--- src/rtl/pipelinestages_pkg.sv ---
// Shared pipeline-stage types: the fetch entry that feeds the IF/ID register.
// PC storage is sized for the widest supported XLEN; narrower cores use the low bits.
package pipelinestages_pkg;

  localparam int PC_W    = 64;
  localparam int INSTR_W = 32;

  typedef struct packed {
    logic [PC_W-1:0]    pc;
    logic [INSTR_W-1:0] instr;
  } fetch_entry_t;

endpackage

--- src/rtl/fetch_queue.sv ---
// Fetch-to-IF/ID decoupling queue: circular buffer, 1-cycle enq->deq latency (0 with BYPASS on empty).
// Valid/ready on both sides; enq_ready drops when full or flushing, flush empties the queue.
module fetch_queue
  import pipelinestages_pkg::*;
#(
  parameter int XLEN   = 32,
  parameter int DEPTH  = 4,
  parameter int BYPASS = 0
) (
  input  logic                         clk,
  input  logic                         rst,
  input  logic                         enq_valid,
  output logic                         enq_ready,
  input  logic [XLEN-1:0]              enq_pc,
  input  logic [31:0]                  enq_instr,
  output logic                         deq_valid,
  input  logic                         deq_ready,
  output logic [XLEN-1:0]              deq_pc,
  output logic [31:0]                  deq_instr,
  input  logic                         flush,
  output logic [$clog2(DEPTH+1)-1:0]   count
);

  localparam int PW = $clog2(DEPTH);
  localparam int CW = $clog2(DEPTH+1);

  fetch_entry_t  mem [DEPTH];
  fetch_entry_t  head;
  logic [PW-1:0] wr_ptr;
  logic [PW-1:0] rd_ptr;
  logic [CW-1:0] occ;
  logic          live;
  logic          empty;
  logic          enq_fire;
  logic          deq_fire;
  logic          pass;
  logic          wr_en;
  logic          rd_en;

  assign empty     = (occ == '0);
  assign head      = mem[rd_ptr];
  // live holds both handshakes low during reset and until the first edge after release.
  assign enq_ready = live && (occ < CW'(DEPTH)) && !flush;
  assign enq_fire  = enq_valid && enq_ready;
  assign deq_fire  = deq_valid && deq_ready;
  assign wr_en     = enq_fire && !pass;
  assign rd_en     = deq_fire && !pass;
  assign count     = occ;

  generate
    if (BYPASS != 0) begin : g_bypass
      assign deq_valid = live && !flush && (empty ? enq_valid : 1'b1);
      assign deq_pc    = empty ? enq_pc    : head.pc[XLEN-1:0];
      assign deq_instr = empty ? enq_instr : head.instr;
      // An entry consumed in the same cycle it arrives never touches storage.
      assign pass      = empty && enq_fire && deq_fire;
    end else begin : g_registered
      assign deq_valid = live && !flush && !empty;
      assign deq_pc    = head.pc[XLEN-1:0];
      assign deq_instr = head.instr;
      assign pass      = 1'b0;
    end

    if (XLEN < PC_W) begin : g_pc_pad
      logic unused_pc_hi;
      assign unused_pc_hi = ^head.pc[PC_W-1:XLEN];
    end
  endgenerate

  always_ff @(posedge clk or negedge rst) begin
    if (!rst) begin
      live <= 1'b0;
    end else begin
      live <= 1'b1;
    end
  end

  always_ff @(posedge clk or negedge rst) begin
    if (!rst) begin
      wr_ptr <= '0;
      rd_ptr <= '0;
      occ    <= '0;
      for (int i = 0; i < DEPTH; i++) begin
        mem[i] <= '0;
      end
    end else if (flush) begin
      wr_ptr <= '0;
      rd_ptr <= '0;
      occ    <= '0;
    end else begin
      if (wr_en) begin
        mem[wr_ptr] <= '{pc: PC_W'(enq_pc), instr: enq_instr};
        wr_ptr      <= wr_ptr + PW'(1);
      end
      if (rd_en) begin
        rd_ptr <= rd_ptr + PW'(1);
      end
      if (wr_en && !rd_en) begin
        occ <= occ + CW'(1);
      end else if (!wr_en && rd_en) begin
        occ <= occ - CW'(1);
      end
    end
  end

endmodule

--- config.mk ---
export PLATFORM = sky130hd
export DESIGN_NAME = fetch_queue
export DESIGN_NICKNAME = d
export VERILOG_FILES = /design/src/rtl/pipelinestages_pkg.sv /design/src/rtl/fetch_queue.sv
export SDC_FILE = /design/constraint.sdc
export NUM_CORES = 1
export LEC_CHECK = 0
export BUFFER_PORTS_ARGS = -buffer_cell sky130_fd_sc_hd__buf_2
export CORE_ASPECT_RATIO = 1.4
export CORE_MARGIN = 2
export CORE_UTILIZATION = 64
export CTS_CLUSTER_SIZE = 12
export DETAILED_ROUTE_END_ITERATION = 8
export PLACE_DENSITY = 0.86
export SLEW_MARGIN = 10
export SYNTH_ARGS = -nofsm -noshare
export SYNTH_HDL_FRONTEND = slang
export SYNTH_SLANG_ARGS = --single-unit
--- constraint.sdc ---
create_clock -name clk -period 3.85 [get_ports clk]
set_clock_uncertainty 0.1 [all_clocks]
set_input_delay 0.77 -clock clk [delete_from_list [all_inputs] [get_ports clk]]
set_output_delay 0.77 -clock clk [all_outputs]
set_load 0.005 [all_outputs]
==> run metrics <==
gr ovfl total=0; die height=approximately 170 um; FMAX=301.9 MHz; fin crit period=~3.3 ns; Power Dens Cells=approximately 570 mW/mm2; CTS resizes=0; final setup fails=0; Critical path origin=rd_ptr[0]; cts bufs inserted=27; final cell count without fillers=1067; drt total wl=roughly 25000 um; Worst Tran Pin Value=just over 0.8 ns; worst setup path endpoint=deq_pc[17]; IO buf count=137; Root Driver=clkbuf_16; ranking of synthesized cells by area=dfrtp_1, mux2_4, mux4_2; area post-placement=~0.013 mm2; WS Path Type=reg2out; DR iter-0 viols=around 320; Layout fillers=about 1200; Synth-to-Final Area Change=10.47%; post-route cell area=~0.014 mm2; Pleak=between 7 and 8 nW; Clock Path Buffers=3; syn nets=740; TritonCTS Sinks=between 200 and 300; sequential cell area fraction in the yosys report=0.5179; drt first pass iters=5; CTS tree=done; Nets=875; largest net degree at the start of global routing=~110; Syn. warnings=0; Synth area leader=dfrtp_1; postcts setup bufs=0; pre-CTS setup slack=around 1.0 ns; vias in the first global route=7462; worst hold margin=0.1603 ns; Yosys cell types=27; Placed Cells=1024; initial antenna violation count=3; origin of the critical flop-to-flop path=count[2]; max-slew violations=0; RSZ-0062 raised after global routing=false; final worst-path setup slack=between 0.5 and 0.6 ns; worst-path fanout max=24; share of cells above drive strength 1=0.6236; Worst IR Drop VDD=about 0.00037 V; # hold bufs at CTS=0; Final period util=0.8603; vias=6376; total chip power=a little over 8 mW; RePlAce Congestion=approximately 0.78; core outline area=0.01969 mm2; max-cap violation count=0; I/O pin count=between 100 and 150; Clock Latency Late Sink=roughly 0.52 ns; clock-pin slew on the worst setup and hold paths=0.06 ns; Seq cells post-synth=roughly 260; die width=approximately 120 um; vias per cell=~6.0; post-synth top area share=0.5179; Arr. time, crit path=about 2.4 ns; post-route core utilization=0.7157; drt drc=0; DP HPWL=around 15000 um; Starting Density=0.6479; final hold vios=0; row cnt=about 60; Reg2Reg Setup Slack=between 1.5 and 2 ns; Worst slew margin=0.4536; hold crit path type=in2async; per-cell routed wire length=23.80 um; Gate Count Post-Synth=666; Mapped Area=roughly 0.013 mm2; Die ar.=between 0.02 and 0.025 mm2; status=finished clean; Worst Reg-to-Reg Cells=3; RR Endpoint=mem[236]; All-Layer GR Usage=0.2523; Data required, critical path=about 3.0 ns; first-pass GRT wire length=41030 um; syn_area_per_cell=between 15 and 20 um2; DRT antenna net count=0; Startpoint Class=flop; CP Capture Type=output port; setup TNS=0 ns; CTS HTree Levels=1
-- report_power, final --
part           internal (mW)  leakage, nW  total [mW]  switching (mW)
sequential              3.33         3.48        3.70           0.366
combinational           1.33         3.42        2.00           0.675
clock                   1.37        0.381        2.39            1.02
-- cells in the final DEF (no fill, tap or decap), types with 4 or more instances in the layout --
master / Yosys / layout
dfrtp_1: 264 / 262
clkbuf_16: 0 / 27
mux2_4: 240 / 240
mux4_2: 64 / 64
nor2_1: 7 / 7
buf_4: 2 / 6
xnor2_1: 4 / 4
clkbuf_1: 2 / 7
mux2_2: 16 / 16
ha_1: 4 / 4
buf_2: 7 / 136
inv_1: 6 / 6
nand2_8: 4 / 4
clkbuf_8: 0 / 5
-- state kept, by name (all words and copies together), names as in the netlist --
signal,cells
live,1
count,3
wr_ptr,2
rd_ptr,2
mem,256
-- final cells by class --
cell class / count / area, um2 / area share
inverters: 6 / 22.52 / 0.001598
multi-input cells: 356 / 5555 / 0.3942
clock inverters: 2 / 12.51 / 0.0008878
well taps: 252 / 315.3 / 0.02237
diodes: 2 / 5.005 / 0.0003551
flip-flops and latches: 264 / 6611 / 0.4691
clock buffers: 39 / 770.7 / 0.05469
repair buffers: 146 / 800.8 / 0.05682
-- synth_stat cells (all sizes together) --
| master | number |
|---|---|
| inv | 6 |
| mux2i | 2 |
| nand3 | 1 |
| fa | 1 |
| buf | 38 |
| nand2b | 2 |
| nor2 | 7 |
| nor3b | 3 |
| clkbuf | 2 |
| a211o | 1 |
| o21ai | 1 |
| xnor2 | 4 |
| mux4 | 64 |
| and4bb | 1 |
| o211ai | 1 |
| nor3 | 1 |
| nand2 | 4 |
| mux2 | 256 |
| nand3b | 1 |
| ha | 4 |
| conb | 1 |
| dfrtp | 264 |
| a21oi | 1 |
-- critical path, cell delays in order, from the launching register on --
cell and delay (ns):
dfrtp_4 0.76, buf_4 0.42, mux4_2 0.57, buf_2 0.15
-- routing by layer --
layer	global-route usage	wire (um)	up-vias
met5	0	13	-
met4	0.07411	541	2
met3	0.04733	1247	47
met2	0.4393	13440	151
met1	0.3206	10150	3451
li1	-	-	2725
-- worst min-delay path by stage --
stage	from	to	slack, ns	cells past startpoint
after floorplan	rst	count[0]	0.37	0
after global placement	mem[319]	mem[319]	0.38	1
after detailed placement	mem[158]	mem[158]	0.39	1
after CTS	rst	mem[331]	0.21	1
after global routing	rst	mem[139]	0.21	1
final	rst	mem[331]	0.16	1
-- logic make-up (layout without fill, tap and decap cells) --
| family | after synthesis | in the layout | synth area share |
|---|---|---|---|
| adder cells (fa/ha/maj) | 5 | 5 | 0.005493 |
| flip-flops | 264 | 264 | 0.5179 |
| multiplexers | 322 | 322 | 0.4111 |
| buffers and inverters | 46 | 193 | 0.04668 |
| AND/OR/NAND/NOR | 20 | 20 | 0.01373 |
| AO/OA/AOI/OAI | 4 | 4 | 0.002059 |
| XOR/XNOR | 4 | 4 | 0.002746 |
| other | 1 | 3 | 0.0002940 |
(Power assumes the default switching activity.)
